--- src/rtl/ttl_bus_reader.sv ---
// rtl/ttl_bus_reader.sv - read sequencer for a shared tri-state bus with registered OE_bar drivers
module ttl_bus_reader #(
  parameter int WIDTH  = 8,
  parameter int NSRC   = 6,
  parameter int SELW   = 3,
  parameter int GUARD  = 1,
  parameter int SETTLE = 2
) (
  input  logic             CLK,
  input  logic             RST,
  input  logic             req,
  input  logic [SELW-1:0]  req_sel,
  output logic             req_ready,
  output logic [NSRC-1:0]  oe_bar,
  input  logic [WIDTH-1:0] bus_in,
  output logic [WIDTH-1:0] rd_data,
  output logic             rd_valid,
  output logic             err
);

  localparam int CNT_MAX = (GUARD > SETTLE) ? GUARD : SETTLE;
  localparam int CNTW    = $clog2(CNT_MAX + 1);
  localparam logic [CNTW-1:0] GUARD_LOAD  = CNTW'(GUARD > 0 ? GUARD - 1 : 0);
  localparam logic [CNTW-1:0] SETTLE_LOAD = CNTW'(SETTLE - 1);
  localparam logic [SELW:0]   NSRC_L      = NSRC[SELW:0];

  typedef enum logic [1:0] {S_IDLE, S_GUARD, S_DRIVE} state_t;

  state_t           state_q, state_d;
  logic [CNTW-1:0]  cnt_q, cnt_d;
  logic [SELW-1:0]  sel_q, sel_d;
  logic             oor_q, oor_d;
  logic [NSRC-1:0]  oe_d;
  logic [WIDTH-1:0] data_d;
  logic             valid_d, err_d;
  logic             accept, req_oor;

  // Out-of-range selects yield an all-high mask, so no driver is ever enabled.
  function automatic logic [NSRC-1:0] enable_mask(input logic [SELW-1:0] sel, input logic oor);
    logic [NSRC-1:0] m;
    m = '1;
    for (int i = 0; i < NSRC; i++)
      if (!oor && sel == SELW'(i)) m[i] = 1'b0;
    return m;
  endfunction

  assign req_ready = (state_q == S_IDLE);
  assign accept    = req & req_ready;
  assign req_oor   = ({1'b0, req_sel} >= NSRC_L);

  always_comb begin
    state_d = state_q;
    cnt_d   = cnt_q;
    sel_d   = sel_q;
    oor_d   = oor_q;
    oe_d    = oe_bar;
    data_d  = rd_data;
    valid_d = 1'b0;
    err_d   = 1'b0;
    case (state_q)
      S_IDLE: begin
        oe_d = '1;
        if (accept) begin
          sel_d = req_sel;
          oor_d = req_oor;
          if (GUARD > 0) begin
            state_d = S_GUARD;
            cnt_d   = GUARD_LOAD;
          end else begin
            state_d = S_DRIVE;
            cnt_d   = SETTLE_LOAD;
            oe_d    = enable_mask(req_sel, req_oor);
          end
        end
      end
      S_GUARD: begin
        if (cnt_q == '0) begin
          state_d = S_DRIVE;
          cnt_d   = SETTLE_LOAD;
          oe_d    = enable_mask(sel_q, oor_q);
        end else begin
          cnt_d = cnt_q - CNTW'(1);
        end
      end
      S_DRIVE: begin
        if (cnt_q == '0) begin
          state_d = S_IDLE;
          oe_d    = '1;
          valid_d = 1'b1;
          err_d   = oor_q;
          data_d  = oor_q ? '0 : bus_in;
        end else begin
          cnt_d = cnt_q - CNTW'(1);
        end
      end
      default: begin
        state_d = S_IDLE;
        oe_d    = '1;
      end
    endcase
  end

  always_ff @(posedge CLK or posedge RST) begin
    if (RST) begin
      state_q  <= S_IDLE;
      cnt_q    <= '0;
      sel_q    <= '0;
      oor_q    <= 1'b0;
      oe_bar   <= '1;
      rd_data  <= '0;
      rd_valid <= 1'b0;
      err      <= 1'b0;
    end else begin
      state_q  <= state_d;
      cnt_q    <= cnt_d;
      sel_q    <= sel_d;
      oor_q    <= oor_d;
      oe_bar   <= oe_d;
      rd_data  <= data_d;
      rd_valid <= valid_d;
      err      <= err_d;
    end
  end

endmodule

--- config.mk ---
export PLATFORM = sky130hd
export DESIGN_NAME = ttl_bus_reader
export DESIGN_NICKNAME = d
export VERILOG_FILES = /design/src/rtl/ttl_bus_reader.sv
export SDC_FILE = /design/constraint.sdc
export NUM_CORES = 1
export LEC_CHECK = 0
export BUFFER_PORTS_ARGS = -buffer_cell sky130_fd_sc_hd__buf_2
export CORE_ASPECT_RATIO = 0.6
export CORE_MARGIN = 2
export CORE_UTILIZATION = 50
export CTS_CLUSTER_SIZE = 24
export DETAILED_ROUTE_END_ITERATION = 6
export PLACE_DENSITY_LB_ADDON = 0.12
export SLEW_MARGIN = 10
export SYNTH_ARGS = -nofsm -noshare
export SYNTH_HDL_FRONTEND = slang
export SYNTH_SLANG_ARGS = --single-unit
--- constraint.sdc ---
create_clock -name CLK -period 2.04 [get_ports CLK]
set_clock_uncertainty 0.15 [all_clocks]
set_input_delay 0 -clock CLK [delete_from_list [all_inputs] [get_ports CLK]]
set_output_delay 0 -clock CLK [all_outputs]
set_load 0.02 [all_outputs]
* Yosys cells after proc, flatten, opt, wreduce, memory -nomap -nowiden
Index checks and enable logic that the tools add are counted.
Storage, ports and cells: bits in registers 24, input bits 14, output and inout port bits 17, word-level logic and storage cells 60
Operators by class: $add $sub $neg 1, $lt $le $gt $ge 1, eq/ne operators 11, multiplexer cells 22, bitwise gates (word level) 1, reduce and logical (&&, ||, !) cells 16
Operator list (number):
- two-way mux 2 bit | 6
- two-way mux 6 bit | 2
- one-hot mux 2 bit (3 select lines) | 2
- one-hot mux 6 bit (2 select lines) | 1
- two-way mux 1 bit | 10
- two-way mux 8 bit | 1
- equality test 3 x 2 -> 1 bit (second input constant) | 2
- equality test 3 bit (second input constant) | 2
- logical AND 1 bit | 6
- != test 2 bit (second input constant) | 3
- AND reduction 2 bit | 3
- AND reduction 3 bit | 2
- zero test 2 bit | 2
- equality test 3 x 1 -> 1 bit (second input constant) | 1
- >= comparator 3 bit (second input constant) | 1
- zero test 3 bit | 1
- nonzero test 3 bit | 1
- equality test 2 x 1 -> 1 bit (second input constant) | 1
- equality test 2 bit (second input constant) | 1
- != test 2 x 1 -> 1 bit (second input constant) | 1
- subtractor 2 x 1 -> 2 bit (second input constant) | 1
- AND 1 bit | 1
- zero test 1 bit | 1

* Longest topological paths before layout
depth after elaboration 5, mapped depth 6, mapped depth without buffers 6

* Worst setup path after synthesis
OpenSTA, ideal clock, no wires.
path type flip-flop to flip-flop, start point register state_q[0], end point register cnt_q[0], setup time 0.126 ns, data arrival time 1.391 ns, required time 1.764 ns, path slack 0.374 ns, cell stages (with the launch flop) 7, buffers on the path 0, clock period less this slack 1.666 ns, cells stage by stage dfrtp_1 inv_1 ha_1 nand2b_4 a32o_2 a2bb2oi_2 o22ai_1
Between the ends: word-level cells in the longest chain between the ends 4, elaborated cells on any way between the ends 9, classes of those cells 4 x eq/ne; 1 x mux; 1 x bitwise; 3 x reduce/logical
RTL lines:
- start, declared | line 29 | state_t state_q, state_d;
- start signal, assigned | line 114 | state_q <= state_d;
- zero test 2 bit * | line 47 | assign req_ready = (state_q == S_IDLE);
- via req_ready | line 13 | output logic req_ready,
- AND 1 bit | line 48 | assign accept = req & req_ready;
- != test 2 x 1 -> 1 bit (no line)
- AND reduction 3 bit (no line)
- end signal, assigned | line 115 | cnt_q <= cnt_d;
- end, declared | line 30 | logic [CNTW-1:0] cnt_q, cnt_d;
Mark *: on every way through the listed nets, which the timed path passes. The rest lies on a longest branch. A chain may end at the register's enable or synchronous reset.

* Final worst setup path
start point register cnt_q[0], end point register cnt_q[1]
Between the ends: word-level cells in the longest chain between the ends 3, elaborated cells on any way between the ends 7, classes of those cells 1 x add/sub; 1 x eq/ne; 3 x mux; 2 x reduce/logical
RTL lines:
- subtractor 2 x 1 -> 2 bit or zero test 2 bit (tied branches)
- two-way mux 2 bit (tied with other cells) | line 86 | if (cnt_q == '0) begin
- one-hot mux 2 bit (3 select lines) or AND reduction 3 bit (tied branches)
Several ways; a longest one is shown, not always the timed one. The select of a mux whose other input is x is not followed.

==> out/metrics.cfg <==
[status]
status = finished, final reports clean

[routing]
ant_nets = 0
routedWlPerCell_um = 12.2
wl_um = 2270
drt_pass1_iterations = 4
via_per_inst = 4.86
drc = 0
drtIter0Drc = 31
vias = 904

[layout]
final_nets = 178
mostFrequentLayoutCell = buf_2
areaGrowthSynthToFinish_pct = 32.5
final_cell_mix = buf_2, dfrtp_1, nand2_1, dlygate4sd3_1, inv_1
antennaDiodeCount = 0
nFillCells = 181
drive_above_1_share_pct = 35.9

[logic_synthesis]
synth_compound_area_share_pct = 15.8
synthSimpleGateAreaFrac_pct = 15.4
yosys_register_bits = 24
muxShareOfSynthArea_pct = 2.94
synth_top_family_by_area = compound AO/OA/AOI/OAI gates
synth_fa_ha_area_share_pct = 7.63
syn_inst = 109
synth-xor-area-share_pct = 0
synth_nets = 130
syn_area_um2 = 1150
ys_types = 29
seq_area_frac_synth_pct = 53.0
yosysWarnings = 0
avgSynthCellArea_um2 = 10.5

[clock_tree]
tritoncts = done
clk_latency_ns = 0.26
htreeDepth = 1
numCtsBuffers = 3
cts_buffer_depth = 2
cts.sinks = 24
cts_setup_buffers = 0
clkTransAtPathRegs_ns = 0.08
cts_root_buf = clkbuf_8

[timing]
slew_viol_final = 0
finalHoldViolations = 0
finalSetupViolations = 0
maxSlewHeadroom_pct = 49.8
max_freq_mhz = 554
fin_crit_sh_pct = 88.5
tns_ns = 0
layout_setup_ws_ns = 0.234
timing.final.crit_period_ns = 1.81
tightest_slew_ns = 0.752
rsz0062_at_grt = no

[setup_path]
crit_fanout = 17
path_class = reg2reg
worstPathArrival_ns = 1.81
timing.rr.start = cnt_q[0]
worstSetupStartpointType = flip-flop
required_ns = 2.04
critPathCaptureType = flip-flop
startpoint = cnt_q[0]

[global_routing]
grt_start_max_net_pins = 22
gr-total-overflow = 0
use_met1_pct = 25.2
grt_use_total_pct = 18.6
grt_use_met3_pct = 6.04
met2_usage_pct = 29.0
antenna_found_initial = 0
grt_pass1_wl_um = 3560
top_usage_layer = met2
grt_pass1_vias = 756

[power]
peakVddDrop_uv = 859
switching_share_pct = 42.2
p_per_area_nw_per_um2 = 1400
p_seq_share_pct = 38.1
p_leak_nw = 0.741
pwr-share-comb_pct = 47.4
internal-power_mw = 1.23
power_switching_mw = 0.900
p_clk_share_pct = 14.5

[placement]
gp_congestion = 0.813
dp_hpwl_um = 1650
io_buffers = 30
dp_slack_ns = 0.278

[hold_path]
min_path_type = in2async

[flow_run]
cap_violations = 0

[die]
core_region_area_um2 = 2160
die_w_um = 65.8
die_area_um2 = 2710
std_cell_rows = 13
start_util_pct = 53.0
ios = 31
dieHeight_um = 41.1

==> final cells by class <==
| cell class | count | area, um2 | area share, % |
|---|---|---|---|
| multi-input cells | 71 | 479 | 31.5 |
| well taps | 30 | 37.5 | 2.47 |
| flip-flops and latches | 24 | 608 | 40.0 |
| inverters | 12 | 45.0 | 2.96 |
| repair buffers | 45 | 295 | 19.4 |
| clock buffers | 4 | 55.1 | 3.62 |
==> critical path, stage by stage (launching register included) <==
cell and delay [ns]:
dfrtp_1 0.44, inv_1 0.11, ha_1 0.30, nand2_2 0.29, inv_2 0.09, o41ai_1 0.32
==> registers in the layout (all words and copies together), names as in the netlist <==
name,flops
oe_bar,6
cnt_q,2
rd_data,8
rd_valid,1
err,1
oor_q,1
state_q,2
sel_q,3
==> per-layer routing <==
metal  wire length [um]  up-vias
met5                  0        -
met4                 12        0
met2               1040       21
met3                116        2
li1                   -      461
met1               1100      420
==> Yosys cell counts <==
cell	instances	share of area [%]
o21ai_1	8	3.5
and3_2	1	0.65
o21ai_0	2	0.87
a22oi_1	1	0.65
a31oi_1	4	2.2
nand2b_1	8	4.4
buf_6	1	0.98
o41ai_1	1	0.76
inv_2	2	0.65
nor2_2	1	0.55
nor2_1	6	2.0
ha_1	7	7.6
mux2_2	3	2.9
a21oi_1	4	1.7
dfrtp_1	18	39
a32o_2	1	0.98
clkbuf_1	1	0.33
nand2_2	2	1.1
o21ai_2	1	0.76
o32a_1	2	1.7
a31o_1	1	0.76
o22ai_1	1	0.55
dfstp_2	6	14
nand2b_4	1	1.2
a2bb2oi_2	1	1.3
nor3_2	1	0.87
nand3_1	1	0.44
inv_1	10	3.3
nand2_1	13	4.3
==> power groups by stage <==
stage	registers (mW)	logic, mW	clock network (mW)
final	0.813	1.01	0.309
after global routing	0.839	1.13	0.343
after CTS	0.809	1.01	0.324
after detailed placement	0.815	0.991	0
after global placement	0.808	0.956	0
after floorplan	0.905	0.645	0
==> cell families (layout without fill, tap and decap cells) <==
group | count (synthesis) | after routing
AO/OA/AOI/OAI | 27 | 27
adder cells (fa/ha/maj) | 7 | 7
buffers and inverters | 14 | 61
flip-flops | 24 | 24
multiplexers | 3 | 3
AND/OR/NAND/NOR | 34 | 34
==> path summary, 6_finish.rpt <==
| path | end | slack, ns | cells after the start |
|---|---|---|---|
| max | cnt_q[1] | 0.23 | 5 |
| min | state_q[0] | 0.25 | 3 |
| max reg2reg | cnt_q[1] | 0.23 | 5 |
| min reg2reg | rd_data[4] | 0.34 | 2 |
| max in group asynchronous | oe_bar[1] | 0.85 | 4 |
| min in group CLK | rd_data[4] | 0.34 | 2 |
==> per-stage QoR <==
step	util, %	hold WS (ns)	area [um2]	total power, mW	std cells
3_5_place_dp	61.7	0.0229	1340	1.81	169
6_report	70.3	0.255	1520	2.13	186
4_1_cts	70.3	0.282	1520	2.15	186
5_1_grt	70.3	0.335	1520	2.31	186
2_1_floorplan	-	-0.140	1150	1.55	109
3_3_place_gp	61.7	0.0280	1340	1.76	169
==> repair_timing <==
action                                 CTS  global route
gates resized for setup                  0             0
endpoints found under the hold margin   32             0
hold buffers                            13             0
Power figures use the tool's default switching activity.
